[config.mk]
export PLATFORM = sky130hd
export DESIGN_NAME = rr_mux_arbiter
export DESIGN_NICKNAME = d
export VERILOG_FILES = /design/src/rtl/mux_ctrl_pkg.sv /design/src/rtl/mux16to1.sv /design/src/rtl/rr_mux_arbiter.sv
export SDC_FILE = /design/constraint.sdc
export NUM_CORES = 1
export LEC_CHECK = 0
export CAP_MARGIN = 20
export CORE_ASPECT_RATIO = 1.25
export CORE_MARGIN = 1.5
export CORE_UTILIZATION = 45
export DETAILED_ROUTE_END_ITERATION = 8
export HOLD_SLACK_MARGIN = 0.06
export PLACE_DENSITY = 0.74
export SYNTH_ARGS = -nofsm -noshare
export SYNTH_HDL_FRONTEND = slang
export SYNTH_SLANG_ARGS = --single-unit
[constraint.sdc]
create_clock -name clk -period 6.2 [get_ports clk]
set_input_delay 1.24 -clock clk [delete_from_list [all_inputs] [get_ports clk]]
set_output_delay 1.24 -clock clk [all_outputs]
set_load 0.1 [all_outputs]
[src/rtl/mux_ctrl_pkg.sv]
// ---------------------------------------------------------------------------
// mux_ctrl_pkg
// Shared definitions for the round-robin mux arbiter:
//   state_e          - two-state ownership FSM encoding (IDLE / OWN)
//   NUM_REQ, IDX_W   - requester count and index width
//   DEFAULT_MAX_HOLD - default cap on consecutive ownership cycles
// ---------------------------------------------------------------------------
package mux_ctrl_pkg;

    localparam int NUM_REQ          = 16;
    localparam int IDX_W            = 4;
    localparam int DEFAULT_MAX_HOLD = 8;

    typedef enum logic {
        ST_IDLE = 1'b0,
        ST_OWN  = 1'b1
    } state_e;

endpackage

[src/rtl/mux16to1.sv]
// ---------------------------------------------------------------------------
// mux16to1
// Plain 16:1 single-bit multiplexer.
// Ports:
//   data_i [0:15] - data bits, element i is input i
//   sel_i  [3:0]  - binary select
//   data_o        - data_i[sel_i]
// ---------------------------------------------------------------------------
module mux16to1 (
    input  logic [0:15] data_i,
    input  logic [3:0]  sel_i,
    output logic        data_o
);

    assign data_o = data_i[sel_i];

endmodule

[src/rtl/rr_mux_arbiter.sv]
// ---------------------------------------------------------------------------
// rr_mux_arbiter
// Round-robin arbiter owning a 16:1 data mux. A requester keeps the mux until
// it signals done, drops its request, or has held it for MAX_HOLD cycles.
// Ports:
//   clk        - clock, all state updates on the rising edge
//   rst_n      - synchronous active-low reset
//   req  [0:15]- request per requester (element i = requester i)
//   done       - owner-finished strobe, only looked at while gnt_valid=1
//   data_in[0:15] - one data bit per requester
//   sel  [0:3] - registered binary owner index (sel[0] is the MSB)
//   gnt  [0:15]- registered one-hot grant, zero when idle
//   gnt_valid  - registered, high while an owner holds the mux
//   data_out   - data_in[sel] gated by gnt_valid
//   timeout    - one-cycle pulse after a grant revoked by the hold limit
// ---------------------------------------------------------------------------
module rr_mux_arbiter
    import mux_ctrl_pkg::*;
#(
    parameter int MAX_HOLD = DEFAULT_MAX_HOLD
) (
    input  logic               clk,
    input  logic               rst_n,
    input  logic [0:NUM_REQ-1] req,
    input  logic               done,
    input  logic [0:NUM_REQ-1] data_in,
    output logic [0:IDX_W-1]   sel,
    output logic [0:NUM_REQ-1] gnt,
    output logic               gnt_valid,
    output logic               data_out,
    output logic               timeout
);

    state_e             state_q, state_d;
    logic [IDX_W-1:0]   ptr_q, ptr_d;
    logic [IDX_W-1:0]   sel_q, sel_d;
    logic [IDX_W-1:0]   hold_q, hold_d;
    logic               timeout_q, timeout_d;
    logic [0:NUM_REQ-1] gnt_q, gnt_d;

    logic               owner_req;
    logic               hold_limit;
    logic               release_now;
    logic [IDX_W-1:0]   scan_ptr;
    logic [IDX_W-1:0]   scan_cand;
    logic [IDX_W-1:0]   scan_idx;
    logic               scan_found;
    logic               mux_bit;

    // ---------------------------------------------------------------------
    // Release conditions for the current owner
    // ---------------------------------------------------------------------
    assign owner_req   = req[sel_q];
    assign hold_limit  = (hold_q == IDX_W'(MAX_HOLD - 1));
    assign release_now = (state_q == ST_OWN) && (done || !owner_req || hold_limit);

    // On release the search starts just past the outgoing owner, so the
    // scan uses the pointer value that will be committed this cycle.
    assign scan_ptr = release_now ? (sel_q + IDX_W'(1)) : ptr_q;

    // ---------------------------------------------------------------------
    // Round-robin priority scan: first requester at or after scan_ptr,
    // wrapping modulo 16 through the 4-bit addition.
    // ---------------------------------------------------------------------
    always_comb begin
        scan_found = 1'b0;
        scan_idx   = '0;
        scan_cand  = '0;
        for (int k = 0; k < NUM_REQ; k++) begin
            scan_cand = scan_ptr + IDX_W'(k);
            if (!scan_found && req[scan_cand]) begin
                scan_found = 1'b1;
                scan_idx   = scan_cand;
            end
        end
    end

    // ---------------------------------------------------------------------
    // Next-state / next-output logic
    // ---------------------------------------------------------------------
    always_comb begin
        state_d   = state_q;
        ptr_d     = ptr_q;
        sel_d     = sel_q;
        hold_d    = hold_q;
        // Only a pure hold-limit release raises timeout; done or a dropped
        // request take precedence.
        timeout_d = (state_q == ST_OWN) && hold_limit && !done && owner_req;

        unique case (state_q)
            ST_IDLE: begin
                if (scan_found) begin
                    state_d = ST_OWN;
                    sel_d   = scan_idx;
                    hold_d  = '0;
                end
            end
            ST_OWN: begin
                if (release_now) begin
                    ptr_d  = sel_q + IDX_W'(1);
                    hold_d = '0;
                    if (scan_found) begin
                        // Back-to-back handover, no idle bubble.
                        sel_d = scan_idx;
                    end else begin
                        state_d = ST_IDLE;
                    end
                end else begin
                    hold_d = hold_q + IDX_W'(1);
                end
            end
            default: state_d = ST_IDLE;
        endcase
    end

    // One-hot grant decoded from the next owner so gnt is registered
    // alongside sel and can never disagree with it.
    generate
        for (genvar gi = 0; gi < NUM_REQ; gi++) begin : g_gnt
            assign gnt_d[gi] = (state_d == ST_OWN) && (sel_d == IDX_W'(gi));
        end
    endgenerate

    // ---------------------------------------------------------------------
    // State registers
    // ---------------------------------------------------------------------
    always_ff @(posedge clk) begin
        if (!rst_n) begin
            state_q   <= ST_IDLE;
            ptr_q     <= '0;
            sel_q     <= '0;
            hold_q    <= '0;
            timeout_q <= 1'b0;
            gnt_q     <= '0;
        end else begin
            state_q   <= state_d;
            ptr_q     <= ptr_d;
            sel_q     <= sel_d;
            hold_q    <= hold_d;
            timeout_q <= timeout_d;
            gnt_q     <= gnt_d;
        end
    end

    // ---------------------------------------------------------------------
    // Data path
    // ---------------------------------------------------------------------
    mux16to1 u_mux (
        .data_i (data_in),
        .sel_i  (sel_q),
        .data_o (mux_bit)
    );

    assign sel       = sel_q;
    assign gnt       = gnt_q;
    assign gnt_valid = (state_q == ST_OWN);
    assign timeout   = timeout_q;
    assign data_out  = mux_bit & gnt_valid;

endmodule

==> results of run 1 <==
-- metal layers --
layer | up-vias | wire length, µm | part of all wire [%]
met5 | - | 0 | 0
met4 | 0 | 768 | 4.8
met3 | 61 | 1140 | 7.2
met2 | 286 | 7700 | 49
met1 | 2359 | 6230 | 39
li1 | 2419 | - | -
-- worst paths after layout --
kind / slack (ns) / endpoint / startpoint / cells past startpoint
worst max-delay path: 0.26 / gnt[4] / req[7] / 21
worst min-delay path: 0.57 / hold_q[0] / hold_q[0] / 2
worst max register to register: 0.85 / gnt[4] / sel[3] / 20
worst min register to register: 0.57 / hold_q[0] / hold_q[0] / 2
-- metrics by stage --
step                      hold WS [ns]  instance area, µm²
after global routing             0.628                5660
after floorplan                  0.485                4190
after CTS                        0.564                5590
after global placement           0.507                5440
after detailed placement         0.539                5440
final                            0.566                5660
-- kinds of logic (layout without fill, tap and decap cells) --
group | count (synthesis) | count (layout)
AOI/OAI and AO/OA | 183 | 183
and+or+nand+nor | 235 | 235
adders and majority gates | 3 | 3
muxes | 42 | 42
DFF | 30 | 30
buffers and inverters | 53 | 179
xor gates and xnor gates | 17 | 17
-- tightest hold or removal path, stage by stage, from the launching register on --
cell	delay, ns
sky130_fd_sc_hd__dfxtp_1	0.34
sky130_fd_sc_hd__a21oi_1	0.13
sky130_fd_sc_hd__nor2b_1	0.05
-- state kept, by name, summed over array words and instances (netlist names) --
name / cells
gnt: 16
hold_q: 4
ptr_q: 4
sel: 4
gnt_valid: 1
timeout: 1
-- cell type report --
type                       count  share of cell area (%)
inverter                      20                    1.33
sequential                    30                    10.7
clock buffer                   6                    2.45
multi-input combinational    480                    60.1
timing repair buffer         151                    22.5
clock inverter                 2                   0.221
tap                          123                    2.72
-- what timing repair did --
action | CTS | global route
setup endpoints to repair | 0 | 21
buffers inserted | 0 | 2
gates resized for setup | 0 | 16
-- cells in the mapped netlist, types with 3 or more instances --
cell | n | share of area [%]
sky130_fd_sc_hd__a2111oi_0 | 3 | 0.63
sky130_fd_sc_hd__a211o_1 | 3 | 0.63
sky130_fd_sc_hd__a211oi_1 | 9 | 1.6
sky130_fd_sc_hd__a21boi_0 | 11 | 2.0
sky130_fd_sc_hd__a21o_1 | 5 | 0.90
sky130_fd_sc_hd__a21oi_1 | 29 | 3.5
sky130_fd_sc_hd__a221o_1 | 4 | 0.96
sky130_fd_sc_hd__a221oi_1 | 5 | 1.0
sky130_fd_sc_hd__a22o_1 | 3 | 0.63
sky130_fd_sc_hd__a22oi_1 | 11 | 2.0
sky130_fd_sc_hd__a31oi_1 | 7 | 1.0
sky130_fd_sc_hd__and2_1 | 18 | 2.7
sky130_fd_sc_hd__and3_1 | 18 | 2.7
sky130_fd_sc_hd__buf_1 | 3 | 0.27
sky130_fd_sc_hd__buf_2 | 8 | 0.96
sky130_fd_sc_hd__buf_4 | 6 | 1.1
sky130_fd_sc_hd__clkbuf_1 | 14 | 1.3
sky130_fd_sc_hd__dfxtp_1 | 30 | 14
sky130_fd_sc_hd__ha_1 | 3 | 0.90
sky130_fd_sc_hd__inv_1 | 20 | 1.8
sky130_fd_sc_hd__mux2_2 | 8 | 2.2
sky130_fd_sc_hd__mux2i_1 | 21 | 5.0
sky130_fd_sc_hd__mux4_2 | 12 | 6.5
sky130_fd_sc_hd__nand2_1 | 41 | 3.7
sky130_fd_sc_hd__nand2b_1 | 8 | 1.2
sky130_fd_sc_hd__nand3_1 | 40 | 4.8
sky130_fd_sc_hd__nand3b_1 | 3 | 0.54
sky130_fd_sc_hd__nand4_1 | 3 | 0.45
sky130_fd_sc_hd__nor2_1 | 36 | 3.2
sky130_fd_sc_hd__nor2b_1 | 11 | 1.6
sky130_fd_sc_hd__nor3_1 | 30 | 3.6
sky130_fd_sc_hd__nor4_1 | 3 | 0.45
sky130_fd_sc_hd__o211ai_1 | 8 | 1.4
sky130_fd_sc_hd__o21a_1 | 7 | 1.3
sky130_fd_sc_hd__o21ai_0 | 26 | 3.1
sky130_fd_sc_hd__o221ai_1 | 3 | 0.63
sky130_fd_sc_hd__o22ai_1 | 10 | 1.5
sky130_fd_sc_hd__o31ai_1 | 3 | 0.54
sky130_fd_sc_hd__o32a_1 | 5 | 1.2
sky130_fd_sc_hd__or2_2 | 4 | 0.60
sky130_fd_sc_hd__or3_1 | 6 | 0.90
sky130_fd_sc_hd__xnor2_1 | 15 | 3.1
==> impl_summary.log, run 1 <==
INFO  metric synth-seq-area-share = about 14%
INFO  metric final_layout_size_suffix_gt1_share = a little under a quarter
INFO  metric area.growth.synth_to_final = 35.3%
INFO  metric setup_viol = 0
INFO  metric post_synth.cell_area_avg = about 7.4 µm²
INFO  metric worstPathBufferInverterCount = 3
INFO  metric yosys.area_share.adder = 0.897%
INFO  metric antenna_cells_inserted = 0
INFO  metric mostFrequentLayoutCell = sky130_fd_sc_hd__buf_4
INFO  metric timing.critical_path.from_type = primary input
INFO  metric worst_path_largest_cell_delay = 0.57 ns
INFO  metric grt_start_max_net_pins = 22
INFO  metric fin_util = approximately 62%
INFO  metric worst_ep_arrival_time = around 6.1 ns
INFO  metric finalCriticalPeriod = a little under 6 ns
INFO  metric syn-cell-area = between 4000 and 5000 µm²
INFO  metric synth_seq_cells = 30
INFO  metric yosys.area_share.simple = between 20% and 30%
INFO  metric grt_pass1_vias = ~5000
INFO  metric remaining_drc_errors = 0
INFO  metric dp_worst_setup_slack = -0.212 ns
INFO  metric detailroute.via_count = a little over 5000
INFO  metric cts_tree = built
INFO  metric fp.dieW = 89.2 µm
INFO  metric yosys.cell_types.count = a little over 80
INFO  metric timing.max_cap.violations = 0
INFO  metric grt_remaining_overflow = 0
INFO  metric final.setup_skew = approximately 0.0032 ns
INFO  metric num_rows = 39
INFO  metric routed_wire_length = ~16000 µm
INFO  metric totalNegativeSetupSlack = 0 ns
INFO  metric slew_violations = 0
INFO  metric initial_core_util = between 40% and 50%
INFO  metric gp_routability_congestion = 1.01
INFO  metric clock_latency = 0.27 ns
INFO  metric async_flop_share = 0%
INFO  metric worstHoldPathType = reg -> reg
INFO  metric place.detailed.hpwl = about 13000 µm
INFO  metric cp_cell_sequence = clkdlybuf4s50_1, mux2i_1, a221o_1, nor3_4, buf_4, o21ai_1, a21boi_2, inv_1, ha_2, nand2b_1, a211oi_1, nor2_1, mux4_2, o311a_1, a41oi_1, o21ai_0, a31oi_1, a21oi_1, o211ai_1, nand2_1, nor3_1
INFO  metric pin_count = slightly below 60
INFO  metric grt_util_met1 = between 30 and 40%
INFO  metric slew_hr = approximately a third
INFO  metric drt_first_pass_iters = 5
INFO  metric root_buffer = sky130_fd_sc_hd__clkbuf_16
INFO  metric synthesis.yosys.warnings = 0
INFO  metric crit_required = 6.39 ns
INFO  metric antenna_violations_before_repair = 0
INFO  metric grt_most_used_layer = met2
INFO  metric clk_path_buf_depth = 2
INFO  metric detail_route.wl_per_cell = 19.5 µm
INFO  metric place_inst = roughly 800
INFO  metric post_synth_mux_area_share = 14.0%
INFO  metric yosys.area_share.xor_xnor = under 10%
INFO  metric count_of_non_filler_cells_in_the_finished_layout = between 800 and 900
INFO  metric synth_enable_flop_cells = 0
INFO  metric number_of_h_tree_branching_levels = 2
INFO  metric cp_top_family = compound AO/OA/AOI/OAI gates
INFO  metric crit_type = in -> reg
INFO  metric final_critical_path_setup_slack = around 0.26 ns
INFO  metric fmax = between 150 and 200 MHz
INFO  metric finish.net_count = between 700 and 800
INFO  metric core_region_area = between 9000 and 10000 µm²
INFO  metric detail-route-antenna-nets = 0
INFO  metric critPathCaptureType = flip-flop
INFO  metric synth.net_count = about 600
INFO  metric number_of_buffers_inserted_during_clock_tree_synthesis = 5
INFO  metric dieArea = 9890 µm²
INFO  metric post_synth_inst_count = 563
INFO  metric clkSlewWorstSetupHoldPaths = roughly 0.050 ns
INFO  metric grtUsageMet3 = roughly 5.1%
INFO  metric drtIter0Drc = 555
INFO  metric ff_latch_area = 604 µm²
INFO  metric grt_first_pass_wirelength = about 25000 µm
INFO  metric layout_worst_path_cycle_share = between 90% and 100%
INFO  metric critPathMaxFanout = 11
INFO  metric post_cts_hold_buffer_count = 0
INFO  metric chipHeight = 111 µm
INFO  metric compound_cell_area_share_of_the_yosys_netlist = 31.9%
INFO  metric clkSinkCount = 30
INFO  metric largest_family_of_logic_cells_by_synthesized_area = compound AO/OA/AOI/OAI gates
INFO  metric run_status = finished, final reports clean
INFO  metric hold_viol_final = 0
INFO  metric globalRouteMet2Util = 53.7%
INFO  metric multi_input_area = 3400 µm²
INFO  metric detail_route.vias_per_cell = 6.31
INFO  metric num-fill-cells = approximately 810
INFO  metric layout.cells.most_common_list = sky130_fd_sc_hd__buf_4 (94), sky130_fd_sc_hd__clkdlybuf4s50_1 (57), sky130_fd_sc_hd__nand2_1 (40), sky130_fd_sc_hd__nand3_1 (40), sky130_fd_sc_hd__nor2_1 (35)
INFO  metric worstMarginPinSlew = 0.985 ns
INFO  metric grt_util_all_layers = approximately 33%
INFO  metric synthFlopType = sky130_fd_sc_hd__dfxtp_1
INFO  metric critPathSlowestCell = sky130_fd_sc_hd__mux4_2
INFO  metric count_of_buffers_inserted_at_the_top_level_ports = 57
Power of run 1 is left out: the tool's default activity adds up to more than one toggle a clock period on the data nets, which glitch-free logic cannot reach.
==> run 2, diff against run 1 <==
Settings changed: PLACE_DENSITY 0.74 to 0.71, SYNTH_HIERARCHICAL set to 1.
Clock period 6.2 ns to 6.55 ns, I/O delays scaled along.
==> impl_summary.log, run 2 <==
INFO  metric gp_routability_congestion = 1.02 (+1.6%)
INFO  metric timing.max_cap.violations = 0 (unchanged)
INFO  metric largest_register_ffs = 16 (unchanged)
INFO  metric post_synth_inst_count = 615 (+9.2%)
INFO  metric drtIter0Drc = 579 (+4.3%)
INFO  metric routed_metal_1_wirelength = 7840 µm (+26%)
INFO  metric timing.critical_path.from_type = primary input
INFO  metric initial_core_util = 46.7% (+0.61 points)
INFO  metric num-fill-cells = 900 (+11%)
INFO  metric grt_first_pass_wirelength = 31300 µm (+25%)
INFO  metric synth_seq_cells = 30 (unchanged)
INFO  metric synth-seq-area-share = 12.6% (-1.8 points)
INFO  metric root_buffer = sky130_fd_sc_hd__clkbuf_16
INFO  metric netlist_top_cells_area = sky130_fd_sc_hd__dfxtp_1 (13%), sky130_fd_sc_hd__mux2i_1 (7.6%), sky130_fd_sc_hd__a21oi_1 (7.2%)
INFO  metric grt_pass1_vias = 5672 (+12%)
INFO  metric final_layout_size_suffix_gt1_share = 23.2% (-0.34 points)
INFO  metric synth.net_count = 653 (+8.7%)
INFO  metric syn-cell-area = 4770 µm² (+14%)
INFO  metric core_region_area = 10200 µm² (+12%)
INFO  metric routed-wl-met2 = 9840 µm (+28%)
INFO  metric synth_enable_flop_cells = 0 (unchanged)
INFO  metric remaining_drc_errors = 1 (+1)
INFO  metric worstMarginPinSlew = 1.01 ns (+0.0295 ns)
INFO  metric detail_route.vias_per_cell = 7.03 (+11%)
INFO  metric slew_violations = 0 (unchanged)
INFO  metric number_of_buffers_inserted_during_clock_tree_synthesis = 5 (unchanged)
INFO  metric synth_area_leader_cell = sky130_fd_sc_hd__dfxtp_1
INFO  metric fmax = 159 MHz
INFO  metric clkSlewWorstSetupHoldPaths = 0.05 ns (about the same)
INFO  metric met3_length = 1770 µm (+55%)
INFO  metric grt_start_max_net_pins = 34 (+55%)
INFO  metric chipHeight = 118 µm (+6.6%)
INFO  metric final_critical_path_setup_slack = 0.251 ns (-0.00697 ns)
INFO  metric critPathSlowestCell = sky130_fd_sc_hd__ha_2
INFO  metric count_of_buffers_inserted_at_the_top_level_ports = 57 (unchanged)
INFO  metric number_of_h_tree_branching_levels = 2 (unchanged)
INFO  metric cts_tree = built
INFO  metric crit_required = 6.73 ns (+0.34 ns)
INFO  metric critPathMaxFanout = 13 (+2)
INFO  metric dp_worst_setup_slack = -0.0984 ns (+0.114 ns)
INFO  metric worst_ep_arrival_time = 6.48 ns (+0.34 ns)
INFO  metric worst_path_largest_cell_delay = 0.47 ns (-0.10 ns)
INFO  metric yosys.cell_types.count = 87 (+7.4%)
INFO  metric synthMostInstantiatedCell = sky130_fd_sc_hd__a21oi_1
INFO  metric hold_viol_final = 0 (unchanged)
INFO  metric antenna_violations_before_repair = 0 (unchanged)
INFO  metric crit_type = in -> reg
INFO  metric grt_remaining_overflow = 0 (unchanged)
INFO  metric routed.top_layer = met4
INFO  metric synthDominantCellAreaShare = 12.6% (-1.8 points)
INFO  metric post_synth.cell_area_avg = 7.75 µm² (+4.3%)
INFO  metric post_cts_hold_buffer_count = 0 (unchanged)
INFO  metric slew_hr = 32.2% (-2.0 points)
INFO  metric detailroute.via_count = 6003 (+17%)
INFO  metric finish.net_count = 763 (+5.1%)
INFO  metric detail-route-antenna-nets = 0 (unchanged)
INFO  metric cp_cell_sequence = clkdlybuf4s50_1, mux2i_1, a221oi_2, buf_4, a31oi_1, nand3_2, nand2_2, inv_2, ha_2, buf_4, mux2i_1, mux4_2, mux2_2, nand2b_1, nand2_2, nor3_1, a21oi_1, a21oi_1, a2111oi_1, buf_4, a211oi_2, a21oi_2, buf_12, nor3b_1
INFO  metric layout.cells.most_common_list = sky130_fd_sc_hd__buf_4 (84), sky130_fd_sc_hd__a21oi_1 (69), sky130_fd_sc_hd__clkdlybuf4s50_1 (57)
INFO  metric post_cts.resized_instances = 0 (unchanged)
INFO  metric yosys-top-cells-count = sky130_fd_sc_hd__a21oi_1 (69), sky130_fd_sc_hd__mux2i_1 (36), sky130_fd_sc_hd__nand3_1 (34), sky130_fd_sc_hd__nor2_1 (34), sky130_fd_sc_hd__nor3_1 (31)
INFO  metric place.detailed.hpwl = 15700 µm (+22%)
INFO  metric clkSinkCount = 30 (unchanged)
INFO  metric detail_route.wl_per_cell = 24.1 µm (+24%)
INFO  metric place_inst = 847 (+5.6%)
INFO  metric grt_util_all_layers = 36.4% (+3.8 points)
INFO  metric critPathCaptureType = flip-flop
INFO  metric run_status = finished with violations
INFO  metric hold_ws = 0.602 ns (+0.0361 ns)
INFO  metric dieArea = 11200 µm² (+14%)
INFO  metric layout_worst_path_cycle_share = a little over nine tenths
INFO  metric mostFrequentLayoutCell = sky130_fd_sc_hd__buf_4
INFO  metric setup_viol = 0 (unchanged)
INFO  metric worstHoldPathType = reg -> reg
INFO  metric finalCriticalPeriod = around 6.3 ns
INFO  metric count_of_non_filler_cells_in_the_finished_layout = 854 (+5.2%)
INFO  metric antenna_cells_inserted = 0 (unchanged)
INFO  metric library_cell_appearing_most_often_on_the_critical_path = sky130_fd_sc_hd__buf_4
INFO  metric synthFlopType = sky130_fd_sc_hd__dfxtp_1
INFO  metric async_flop_share = 0% (unchanged)
INFO  metric pin_count = 58 (unchanged)
INFO  metric drt_first_pass_iters = 7 (+2)
INFO  metric final.setup_skew = 0.00567 ns (+0.00250 ns)
INFO  metric cts_setup_buffers = 0 (unchanged)
INFO  metric clock_latency = 0.27 ns (about the same)
INFO  metric totalNegativeSetupSlack = 0 ns (unchanged)
INFO  metric synthesis.yosys.warnings = 6 (+6)
INFO  metric violations_in_the_final_reports = design-rule violations
INFO  metric area.growth.synth_to_final = 29.3%
INFO  metric routed_wire_length = 20600 µm (+30%)
INFO  metric fp.dieW = 95.1 µm (+6.5%)
INFO  metric clk_path_buf_depth = 2 (unchanged)
INFO  metric num_rows = 41 (+5.1%)
==> run 2: cell types whose count changed after synthesis, moves of 5 or more <==
cell / previous run / this run
sky130_fd_sc_hd__a21boi_0: 11 / 3
sky130_fd_sc_hd__buf_2: 8 / 19
sky130_fd_sc_hd__nand3_1: 40 / 34
sky130_fd_sc_hd__nand2_1: 41 / 30
sky130_fd_sc_hd__and3_1: 18 / 8
sky130_fd_sc_hd__a2111oi_0: 3 / 11
sky130_fd_sc_hd__and2_1: 18 / 11
sky130_fd_sc_hd__mux2i_1: 21 / 36
sky130_fd_sc_hd__a21oi_1: 29 / 69
sky130_fd_sc_hd__clkbuf_1: 14 / 9
sky130_fd_sc_hd__nor3b_1: 0 / 5
==> run 2: final timing paths <==
| path | from | endpoint | slack, ns | depth (start not counted) |
|---|---|---|---|---|
| max | req[1] | gnt[0] | 0.25 | 24 |
| min | hold_q[0] | hold_q[0] | 0.60 | 2 |
| max reg2reg | sel[3] | gnt[0] | 0.86 | 23 |
| min reg2reg | hold_q[0] | hold_q[0] | 0.60 | 2 |
==> run 2: per-stage QoR <==
| stage | util [%] | area [µm²] |
|---|---|---|
| CTS | 60.1 | 6140 |
| global route | 60.4 | 6160 |
| finish | 60.4 | 6160 |
| global placement | 58.5 | 5970 |
| floorplan | - | 4780 |
| detailed placement | 58.5 | 5970 |
==> run 2: final cells by class <==
type	instances	area, µm²	share of cell area (%)
Timing Repair Buffer	144	1260	20.5
Sequential cell	30	602	9.76
Clock inverter	1	30.0	0.487
Tap cell	129	161	2.62
Inverter	18	67.6	1.10
Multi-Input combinational cell	526	3900	63.3
Clock buffer	6	139	2.25
==> run 2: cell families after synthesis <==
logic type | share of synthesized area (%)
AOI/OAI and AO/OA | 35.6
xor gates and xnor gates | 3.83
adders and majority gates | 0.787
buffers and inverters | 6.17
DFF | 12.6
muxes | 16.6
and+or+nand+nor | 24.4
==> run 2: critical path: cells and delay by family <==
kind / cells / cell delay, ns
simple gates: 6 / 1.03
mux: 4 / 1.16
fa+ha+maj: 1 / 0.47
compound gates: 7 / 1.27
buf+inv: 6 / 1.22
==> run 2: metal layers <==
metal / track usage, % / vias to the layer above
met2: 59.2 / 414
met4: 18.0 / 0
li1: - / 2643
met3: 5.75 / 106
met1: 45.4 / 2840
met5: 0 / -
Power of run 2 is left out for the same reason.
